$ cat src/rtl/cnn_layer_accel_awe_macc_ctrl.sv
// -----------------------------------------------------------------------------
// cnn_layer_accel_awe_macc_ctrl
//
// Front-end controller for an external pipelined multiply-accumulate unit.
// Operand pairs are grouped into accumulation windows of cfg_kernel_len
// products. The first product of a window is steered into the MACC with
// macc_start_new_macc (P = M). Later products accumulate (P = P + M). The
// finished sum is captured from macc_P into a small result FIFO.
//
// MACC pipeline assumed, relative to the cycle k in which an operand is on
// macc_A/macc_B:
//   k+1 A/B input registers, k+2 M register, k+3 OPMODE/M2 registers,
//   k+4 P register holds the updated sum.
//
// Optional feature: define CNN_LAYER_ACCEL_MACC_RELU_EN to clamp negative
// sums to zero as they are written into the result FIFO.
// -----------------------------------------------------------------------------
module cnn_layer_accel_awe_macc_ctrl #(
  parameter int C_A_INPUT_WIDTH  = 30,
  parameter int C_B_INPUT_WIDTH  = 18,
  parameter int C_P_OUTPUT_WIDTH = 48,
  parameter int RES_FIFO_DEPTH   = 4
) (
  input  logic                        CLK,
  input  logic                        rst,
  input  logic [7:0]                  cfg_kernel_len,
  input  logic                        in_valid,
  output logic                        in_ready,
  input  logic [C_A_INPUT_WIDTH-1:0]  in_a,
  input  logic [C_B_INPUT_WIDTH-1:0]  in_b,
  output logic [C_A_INPUT_WIDTH-1:0]  macc_A,
  output logic [C_B_INPUT_WIDTH-1:0]  macc_B,
  output logic                        macc_CE,
  output logic                        macc_start_new_macc,
  output logic [8:0]                  macc_opmode,
  input  logic [C_P_OUTPUT_WIDTH-1:0] macc_P,
  output logic                        res_valid,
  input  logic                        res_ready,
  output logic [C_P_OUTPUT_WIDTH-1:0] res_data,
  output logic                        busy
);

  // Pointer width for the result FIFO; one extra bit separates full from empty.
  localparam int AW = $clog2(RES_FIFO_DEPTH);

  // FIRST tag delay: operand on macc_A at t+1, OPMODE register loads at t+3.
  localparam int FIRST_DLY = 3;

  // LAST tag delay: operand on macc_A at t+1, final sum on macc_P at t+5.
  localparam int LAST_DLY = 5;

  // OPMODE value selecting P = M (start a new sum).
  localparam logic [8:0] OPMODE_NEW_SUM = 9'b000000101;

  typedef enum logic {
    S_IDLE = 1'b0,
    S_ACC  = 1'b1
  } state_e;

  // ---------------------------------------------------------------------------
  // Declarations
  // ---------------------------------------------------------------------------
  state_e                      state_q, state_d;
  logic [7:0]                  len_q, len_d;
  logic [7:0]                  cnt_q, cnt_d;
  logic [7:0]                  eff_len;

  logic                        ready_int;
  logic                        accept;
  logic                        tag_first;
  logic                        tag_last;

  logic [C_A_INPUT_WIDTH-1:0]  macc_a_q;
  logic [C_B_INPUT_WIDTH-1:0]  macc_b_q;
  logic [FIRST_DLY-1:0]        first_sr_q;
  logic [LAST_DLY-1:0]         last_sr_q;

  logic [3:0]                  tags_inflight;
  logic [15:0]                 reserved;
  logic                        room;

  logic [C_P_OUTPUT_WIDTH-1:0] fifo_mem_q [RES_FIFO_DEPTH];
  logic [AW:0]                 wr_ptr_q;
  logic [AW:0]                 rd_ptr_q;
  logic [AW:0]                 fifo_cnt;
  logic                        fifo_empty;
  logic                        push;
  logic                        pop;
  logic [C_P_OUTPUT_WIDTH-1:0] push_data;

  // ---------------------------------------------------------------------------
  // Slot reservation
  // ---------------------------------------------------------------------------

  // A zero length is treated as a single-product window.
  assign eff_len = (cfg_kernel_len == 8'd0) ? 8'd1 : cfg_kernel_len;

  // Count LAST tags still travelling towards the FIFO.
  always_comb begin
    tags_inflight = 4'd0;
    for (int i = 0; i < LAST_DLY; i++) begin
      tags_inflight = tags_inflight + 4'(last_sr_q[i]);
    end
  end

  assign fifo_cnt = wr_ptr_q - rd_ptr_q;
  assign reserved = 16'(fifo_cnt) + 16'(tags_inflight);
  assign room     = (reserved < 16'(RES_FIFO_DEPTH));

  // ---------------------------------------------------------------------------
  // Window FSM
  // ---------------------------------------------------------------------------

  // State register: window state, latched length and accept count.
  // NOTE: sequential state uses non-blocking (<=) so every flop samples the
  // pre-edge value of its inputs regardless of block ordering.
  always_ff @(posedge CLK or posedge rst) begin
    if (rst) begin
      state_q <= S_IDLE;
      len_q   <= 8'd0;
      cnt_q   <= 8'd0;
    end else begin
      state_q <= state_d;
      len_q   <= len_d;
      cnt_q   <= cnt_d;
    end
  end

  // Next state, handshake and FIRST/LAST tagging.
  // NOTE: every variable gets a default at the top of the block, so no path
  // leaves one unassigned and no latch is inferred.
  always_comb begin
    state_d   = state_q;
    len_d     = len_q;
    cnt_d     = cnt_q;
    tag_first = 1'b0;
    tag_last  = 1'b0;

    // An open window already owns its FIFO slot; a new window needs a free one.
    ready_int = (state_q == S_ACC) || room;
    accept    = in_valid && ready_int && !rst;

    case (state_q)
      S_IDLE: begin
        if (accept) begin
          tag_first = 1'b1;
          len_d     = eff_len;
          cnt_d     = 8'd1;
          if (eff_len == 8'd1) begin
            tag_last = 1'b1;
          end else begin
            state_d = S_ACC;
          end
        end
      end
      S_ACC: begin
        // cfg_kernel_len is not looked at here; len_q holds the window length.
        if (accept) begin
          cnt_d = cnt_q + 8'd1;
          if ((cnt_q + 8'd1) == len_q) begin
            tag_last = 1'b1;
            state_d  = S_IDLE;
          end
        end
      end
      default: begin
        state_d = S_IDLE;
      end
    endcase
  end

  assign in_ready = ready_int && !rst;

  // ---------------------------------------------------------------------------
  // Operand registers and tag delay lines
  // ---------------------------------------------------------------------------

  // Register the accepted operands; idle cycles feed zeros so P + M holds P.
  always_ff @(posedge CLK or posedge rst) begin
    if (rst) begin
      macc_a_q <= '0;
      macc_b_q <= '0;
    end else if (accept) begin
      macc_a_q <= in_a;
      macc_b_q <= in_b;
    end else begin
      macc_a_q <= '0;
      macc_b_q <= '0;
    end
  end

  // Delay FIRST to the OPMODE register stage and LAST to the P output stage.
  always_ff @(posedge CLK or posedge rst) begin
    if (rst) begin
      first_sr_q <= '0;
      last_sr_q  <= '0;
    end else begin
      first_sr_q <= {first_sr_q[FIRST_DLY-2:0], tag_first};
      last_sr_q  <= {last_sr_q[LAST_DLY-2:0], tag_last};
    end
  end

  assign macc_A              = macc_a_q;
  assign macc_B              = macc_b_q;
  assign macc_start_new_macc = first_sr_q[FIRST_DLY-1];
  assign macc_CE             = !rst;
  assign macc_opmode         = rst ? 9'd0 : OPMODE_NEW_SUM;

  // ---------------------------------------------------------------------------
  // Result FIFO
  // ---------------------------------------------------------------------------
  assign push       = last_sr_q[LAST_DLY-1];
  assign fifo_empty = (wr_ptr_q == rd_ptr_q);
  assign pop        = !fifo_empty && res_ready;

`ifdef CNN_LAYER_ACCEL_MACC_RELU_EN
  // Negative sums are clamped to zero on their way into the FIFO.
  assign push_data = macc_P[C_P_OUTPUT_WIDTH-1] ? '0 : macc_P;
`else
  assign push_data = macc_P;
`endif

  // FIFO pointers; push and pop in the same cycle leave occupancy unchanged.
  always_ff @(posedge CLK or posedge rst) begin
    if (rst) begin
      wr_ptr_q <= '0;
      rd_ptr_q <= '0;
    end else begin
      if (push) begin
        wr_ptr_q <= wr_ptr_q + 1'b1;
      end
      if (pop) begin
        rd_ptr_q <= rd_ptr_q + 1'b1;
      end
    end
  end

  // FIFO storage write.
  // NOTE: storage is not reset; the pointers alone decide which entries are
  // valid, and res_data is forced to zero while the FIFO is empty.
  always_ff @(posedge CLK) begin
    if (push) begin
      fifo_mem_q[wr_ptr_q[AW-1:0]] <= push_data;
    end
  end

  assign res_valid = !fifo_empty;
  assign res_data  = fifo_empty ? '0 : fifo_mem_q[rd_ptr_q[AW-1:0]];
  assign busy      = !rst && ((state_q == S_ACC) || (|last_sr_q) || !fifo_empty);

endmodule

$ cat config.mk
export PLATFORM = sky130hd
export DESIGN_NAME = cnn_layer_accel_awe_macc_ctrl
export DESIGN_NICKNAME = d
export VERILOG_FILES = /design/src/rtl/cnn_layer_accel_awe_macc_ctrl.sv
export SDC_FILE = /design/constraint.sdc
export NUM_CORES = 1
export LEC_CHECK = 0
export CORE_AREA = 2 2 164 166
export CTS_CLUSTER_DIAMETER = 40
export DETAILED_ROUTE_END_ITERATION = 8
export DIE_AREA = 0 0 166 168
export PLACE_DENSITY_LB_ADDON = 0.15
export SLEW_MARGIN = 20
export SYNTH_ARGS = -nofsm -noshare
export SYNTH_HDL_FRONTEND = slang
export SYNTH_SLANG_ARGS = --single-unit
export TNS_END_PERCENT = 20
$ cat constraint.sdc
create_clock -name CLK -period 3.6 [get_ports CLK]
set_input_delay 0.54 -clock CLK [delete_from_list [all_inputs] [get_ports CLK]]
set_output_delay 0.54 -clock CLK [all_outputs]
set_load 0.1 [all_outputs]
==> impl_metrics.env, run 1 <==
export IMPL_result_of_the_run="completed"
export IMPL_critPathRequiredTime_ns=3.06
export IMPL_switching_power_mw=5.46
export IMPL_post_synth_inst_count=583
export IMPL_worst_setup_path_end_kind="primary output"
export IMPL_synth_most_common_cell="edfxtp_1"
export IMPL_hold_path_end="first_sr_q[2]$_DFF_PP0_"
export IMPL_clock_tree_root_cell="clkbuf_16"
export IMPL_timing_final_hold_violations=0
export IMPL_worst_skew_pair_late_latency_ns=0.50
export IMPL_finish_cell_count_without_fillers=1184
export IMPL_synth_warning_count=0
export IMPL_dp_cells=1113
export IMPL_cts_max_path_buffers=3
export IMPL_critical_path_most_common_cell="ha_1"
export IMPL_multi_input_area_um2=2680
export IMPL_detail_route_first_pass_iterations=4
export IMPL_detail_route_wirelength_um=21800
export IMPL_initialDrtViolationCount=357
export IMPL_hold_start="first_sr_q[1]$_DFF_PP0_"
export IMPL_p_total_mw=12.9
export IMPL_vias_in_the_first_global_route=6379
export IMPL_syn_avg_cell_area_um2=18.2
export IMPL_nNetsFinal=938
export IMPL_synth_distinct_cells=44
export IMPL_total_placed_instance_area_um2=13000
export IMPL_asyncSetResetFlopFracSynth_pct=29.2
export IMPL_reg2reg_path_depth=12
export IMPL_routedWlPerCell_um=18.4
export IMPL_fraction_of_the_yosys_area_taken_by_sequential_cells_pct=73.0
export IMPL_cp_num_buf_inv=3
export IMPL_smallest_hold_slack_ns=0.351
export IMPL_hold_path_depth=0
export IMPL_mappedNetlistArea_um2=10600
export IMPL_antenna_diode_count=0
export IMPL_top_level_ports=218
export IMPL_r2r_end="cnt_q[3]$_DFFE_PP0P_"
export IMPL_drv_max_cap_violation_count=0
export IMPL_global_route_overflow=0
export IMPL_cp_arrival_ns=2.96
export IMPL_sequential_power_share_pct=27.4
export IMPL_clock_sink_count=271
export IMPL_rr_startpoint="wr_ptr_q[0]$_DFFE_PP0P_"
export IMPL_worstMarginPinSlew_ns=1.05
export IMPL_routabilityCongestion=0.801
export IMPL_finalClockSkew_ns=0.00867
export IMPL_power_ir_vdd_worst_v=0.000715
export IMPL_design_core_area_um2=26400
export IMPL_cts_htree_levels=2
export IMPL_hpwlAfterDp_um=13700
export IMPL_final_max_slew_violation_count=0
export IMPL_grt_max_degree=51
export IMPL_cts_buffers=38
export IMPL_fillCellCount=2076
export IMPL_p_sw_share_pct=42.2
export IMPL_die_width_um=166
export IMPL_rsz0062_at_grt="false"
export IMPL_number_of_antenna_violations_at_the_first_check_in_global_routing=1
export IMPL_layout_drive_gt1_share_pct=23.7
export IMPL_ant_nets=0
export IMPL_crit_family="adder cells"
export IMPL_num_vias=5807
export IMPL_synth_area_top_cells="edfxtp_1 54%, dfrtp_1 19%, mux4_2 10%, and2_1 5.9%, ha_1 1.4%"
export IMPL_crit_type="flip-flop to primary output"
export IMPL_yosys_top_cells_count="192 x edfxtp_1, 100 x and2_1, 79 x dfrtp_1, 48 x mux4_2, 20 x clkbuf_1"
export IMPL_worstPathCellList="inv_1 > ha_1 > fa_1 > inv_1 > ha_1 > ha_1 > nand3_1 > a21oi_4 > nor2_2 > buf_12"
export IMPL_sequential_cell_area_um2=7750
export IMPL_timing_critical_path_fanout_max=4
export IMPL_fp_dieArea_um2=27900
export IMPL_power_leakage_nw=5.40
export IMPL_synth_top_cell_area_share_pct=54.4
export IMPL_row_count=60
export IMPL_global_router_s_overall_resource_usage_pct=15.8
export IMPL_final_report_setup_violation_count=0
export IMPL_initial_utilization_pct=40.3
export IMPL_combinationalPowerShare_pct=43.5
export IMPL_clkSlewWorstSetupHoldPaths_ns=0.05
export IMPL_yosys_most_used_dff="edfxtp_1"
export IMPL_port_buffer_count=210
export IMPL_viasPerCell=4.90
export IMPL_worst_setup_path_start_kind="flip-flop"
export IMPL_ff2ff_setup_slack_ns=0.55
export IMPL_max_slew_margin_pct=29.8
export IMPL_power_internal_mw=7.49
export IMPL_route_detailed_drc=0
export IMPL_p_per_area_nw_per_um2=898
export IMPL_area_added_between_synthesis_and_finish_pct=36.0
export IMPL_final_cell_area_um2=14400
export IMPL_critical_path_max_stage_delay_ns=0.48
export IMPL_chipHeight_um=168
export IMPL_post_route_period_util_pct=97.2
export IMPL_clock_power_share_pct=29.1
export IMPL_timing_critical_path_slowest_stage_cell="fa_1"
export IMPL_hold_path_class="flip-flop to flip-flop"
export IMPL_maxClockFrequency_mhz=286
export IMPL_number_of_enable_type_register_cells_in_the_synthesized_netlist=192
export IMPL_post_route_min_period_ns=3.50
export IMPL_synth_top_cell_by_area="edfxtp_1"
export IMPL_grt_pass1_wl_um=34500
export IMPL_cts_tree="done"
export IMPL_synth_seq_cells=271
-- flip-flops by register name (all words and copies together) (netlist names) --
| name | flops |
|---|---|
| cnt_q | 8 |
| fifo_mem_q | 192 |
| first_sr_q | 3 |
| last_sr_q | 5 |
| len_q | 8 |
| macc_A | 30 |
| macc_B | 18 |
| rd_ptr_q | 3 |
| state_q | 1 |
| wr_ptr_q | 3 |
-- per-stage QoR --
stage / TNS [ns] / setup slack [ns] / util, %
global route: 0 / 0.00130 / 54.7
detailed placement: 0 / 0.350 / 49.5
floorplan: -1.46 / -0.162 / -
CTS: 0 / 0.00144 / 54.6
finish: 0 / 0.101 / 54.7
global placement: 0 / 0.444 / 49.5
-- worst max path at each step --
stage	endpoint	start	cells after the start	slack, ns
6_report	in_ready	wr_ptr_q[0]$_DFFE_PP0P_	10	0.10
3_5_place_dp	in_ready	wr_ptr_q[0]$_DFFE_PP0P_	10	0.35
4_1_cts	in_ready	wr_ptr_q[0]$_DFFE_PP0P_	10	0.001
2_1_floorplan	res_data[38]	rd_ptr_q[1]$_DFFE_PP0P_	7	-0.16
3_3_place_gp	in_ready	wr_ptr_q[0]$_DFFE_PP0P_	10	0.44
5_1_grt	in_ready	wr_ptr_q[0]$_DFFE_PP0P_	10	0.001
-- power groups by stage --
stage	clock network [mW]	registers (mW)	logic (mW)
2_1_floorplan	0	3.76	4.26
3_3_place_gp	0	3.61	5.64
3_5_place_dp	0	3.61	5.66
4_1_cts	3.87	3.55	5.69
5_1_grt	4.02	3.57	5.87
6_report	3.77	3.55	5.63
-- repair_timing --
item / in CTS / in global routing
pin swaps: 0 / 2
setup buffers: 0 / 3
hold buffers: 0 / 0
gates resized for setup: 4 / 0
endpoints found under the hold margin: 0 / 0
endpoints found under the setup margin: 1 / 1
-- layout make-up --
cell class	count	area share [%]
inverter	11	0.312
clock buffer	49	7.68
multi-input combinational	269	18.6
timing repair buffer	224	15.2
clock inverter	19	1.55
tap	341	2.96
sequential	271	53.7
-- layout by cell type, fill, tap and decap left out, drive strengths merged, types with 9 or more instances in the layout --
cell	synthesis	layout
inv	11	13
nand2	9	9
buf	17	68
clkbuf	21	49
nor2	9	9
mux4	48	48
clkdlybuf4s50	0	156
ha	12	12
edfxtp	192	192
dfrtp	79	79
and2	100	100
clkinv	0	11
-- worst reg2reg max path, cell delays in order (launching register included) --
cell and delay, ns:
dfrtp_1 0.38, inv_1 0.10, ha_1 0.23, fa_1 0.48, inv_1 0.05, ha_1 0.19, ha_1 0.31, nor3_4 0.25
a21oi_4 0.11, buf_4 0.15, buf_4 0.13, nand2b_1 0.27, a22o_1 0.29
-- cells by family (layout without fill, tap and decap cells) --
family | count (synthesis) | in the layout | share of synthesized area (%)
muxes | 59 | 59 | 11.3
other | 1 | 7 | 0.0354
AOI/OAI and AO/OA | 26 | 26 | 1.73
DFF | 271 | 271 | 73.0
buffers and inverters | 49 | 303 | 2.28
xor gates and xnor gates | 14 | 14 | 1.30
and+or+nand+nor | 148 | 148 | 8.35
adders and majority gates | 15 | 15 | 1.98
-- per-layer routing --
metal  GRT usage [%]  up-vias  routed length [µm]
met1            19.2     2894                8700
met4            4.73        2                 374
met5               0        -                  13
li1                -     2644                   -
met3            6.37       39                2210
met2            26.3      228               10500
Power figures use the tool's default switching activity.
==> run 2: changes to the inputs <==
Settings changed: CORE_AREA 2 2 164 166 to 2 2 148 150, DIE_AREA 0 0 166 168 to 0 0 150 152.
==> impl_metrics.env, run 2 (synthesized netlist as in run 1, its figures left out) <==
export IMPL_worst_setup_path_end_kind="primary output"
export IMPL_timing_critical_path_fanout_max=6
export IMPL_post_route_worst_setup_slack_ns=0.0991
export IMPL_global_route_overflow=0
export IMPL_fp_dieArea_um2=22800
export IMPL_post_route_min_period_ns=3.50
export IMPL_hold_start="first_sr_q[0]$_DFF_PP0_"
export IMPL_num_vias=5839
export IMPL_row_count=54
export IMPL_max_reg_flops=192
export IMPL_hold_path_depth=0
export IMPL_initialDrtViolationCount=388
export IMPL_detail_route_first_pass_iterations=4
export IMPL_cts_tree="done"
export IMPL_crit_type="flip-flop to primary output"
export IMPL_area_added_between_synthesis_and_finish_pct=39.3
export IMPL_clkSlewWorstSetupHoldPaths_ns=0.06
export IMPL_worst_setup_path_start_kind="flip-flop"
export IMPL_clock_sink_count=271
export IMPL_fillCellCount=1417
export IMPL_clock_tree_root_cell="clkbuf_16"
export IMPL_cts_htree_levels=2
export IMPL_ant_nets=0
export IMPL_chipHeight_um=152
export IMPL_cp_arrival_ns=2.96
export IMPL_final_report_setup_violation_count=0
export IMPL_hold_buffer_count_at_cts=0
export IMPL_hold_path_class="flip-flop to flip-flop"
export IMPL_die_width_um=150
export IMPL_final_setup_tns_ns=0
export IMPL_route_detailed_drc=0
export IMPL_smallest_hold_slack_ns=0.349
export IMPL_rr_startpoint="wr_ptr_q[0]$_DFFE_PP0P_"
export IMPL_top_level_ports=218
export IMPL_layout_cells_most_common="edfxtp_1"
export IMPL_layout_drive_gt1_share_pct=24.0
export IMPL_commonest_cells_after_routing_fill_and_taps_aside="192 x edfxtp_1, 156 x clkdlybuf4s50_1, 96 x and2_1, 77 x dfrtp_1, 52 x buf_12"
export IMPL_detail_route_wirelength_um=21800
export IMPL_drv_max_cap_violation_count=0
export IMPL_post_route_period_util_pct=97.2
export IMPL_p_per_area_nw_per_um2=930
export IMPL_grt_max_degree=52
export IMPL_critPathRequiredTime_ns=3.06
export IMPL_global_router_s_overall_resource_usage_pct=19.6
export IMPL_grt_pass1_wl_um=34500
export IMPL_hpwlAfterDp_um=14100
export IMPL_final_cell_area_um2=14800
export IMPL_maxClockFrequency_mhz=286
export IMPL_max_slew_margin_pct=32.8
export IMPL_antenna_diode_count=0
export IMPL_final_max_slew_violation_count=0
export IMPL_timing_final_hold_violations=0
export IMPL_ff2ff_setup_slack_ns=0.50
export IMPL_number_of_antenna_violations_at_the_first_check_in_global_routing=0
export IMPL_cts_max_path_buffers=3
export IMPL_nNetsFinal=938
export IMPL_worstMarginPinSlew_ns=1.00
export IMPL_power_leakage_nw=5.53
export IMPL_initial_utilization_pct=49.7
export IMPL_vias_in_the_first_global_route=6491
export IMPL_routedWlPerCell_um=19.5
export IMPL_routabilityCongestion=0.827
export IMPL_setup_worst_path_start="wr_ptr_q[0]$_DFFE_PP0P_"
export IMPL_design_core_area_um2=21400
export IMPL_hold_path_end="first_sr_q[1]$_DFF_PP0_"
export IMPL_viasPerCell=5.21
export IMPL_post_place_ws_ns=0.318
export IMPL_reg2reg_path_depth=11
export IMPL_finalClockSkew_ns=0.0143
export IMPL_power_ir_vdd_worst_v=0.000428
export IMPL_cts_buffers=35
export IMPL_r2r_end="macc_A[24]$_DFF_PP0_"
export IMPL_result_of_the_run="completed"
export IMPL_port_buffer_count=210
export IMPL_worst_skew_pair_late_latency_ns=0.50
export IMPL_total_placed_instance_area_um2=13500
## run 2: cell count changes in the layout (fill, tap and decap cells not counted), sizes merged
cell      delta
clkbuf       -9
bufinv       -1
clkinv       -2
inv          +3
clkinvlp     +3
buf          +3
## run 2: how the worst max path moves through the flow
stage	slack (ns)	endpoint	cells after the start
2_1_floorplan	-0.16	res_data[38]	7
3_3_place_gp	0.15	macc_A[19]$_DFF_PP0_	10
3_5_place_dp	0.32	in_ready	11
4_1_cts	-0.03	in_ready	11
5_1_grt	-0.03	in_ready	11
6_report	0.1	in_ready	11
## run 2: worst max-delay path, cell delays in order, from the launching register on
cell and delay (ns):
dfrtp_1 0.40, inv_2 0.07, ha_1 0.21, fa_1 0.49, inv_1 0.05, ha_1 0.29
ha_2 0.32, nand3_2 0.08, a21oi_2 0.19, buf_6 0.15, nor2_4 0.04, buf_12 0.17
## run 2: through the flow
step           power (mW)  cells  utilization (%)
3_5_place_dp         10.4   1055             63.4
4_1_cts              13.8   1117             69.0
3_3_place_gp         10.3   1055             63.3
2_1_floorplan        8.01    589                -
6_report             13.7   1120             69.2
5_1_grt              14.2   1120             69.2
## run 2: final cells by class
| type | instances | area, µm² | share of cell area (%) |
|---|---|---|---|
| inverter | 11 | 45.0 | 0.305 |
| clock buffer | 40 | 937 | 6.34 |
| timing repair buffer | 227 | 2760 | 18.7 |
| clock inverter | 22 | 243 | 1.64 |
| sequential | 271 | 7750 | 52.4 |
| tap | 280 | 350 | 2.37 |
| multi-input combinational | 269 | 2690 | 18.2 |
## run 2: metal layers
layer | GRT usage, % | vias up | wire length [µm]
met2 | 34.0 | 214 | 11200
li1 | - | 2632 | -
met3 | 6.01 | 34 | 1710
met5 | 0 | - | 0
met1 | 23.8 | 2959 | 8440
met4 | 5.30 | 0 | 450
## run 2: timing repair
action	in CTS	in global routing
buffers inserted	0	3
cloned	0	0
pin swaps	1	2
setup endpoints to repair	35	33
gates resized for setup	5	7
## run 2: report_power, final
part | switching (mW) | internal [mW]
logic | 4.27 | 2.47
clock network | 1.32 | 2.12
registers | 0.0964 | 3.46
total | 5.69 | 8.05
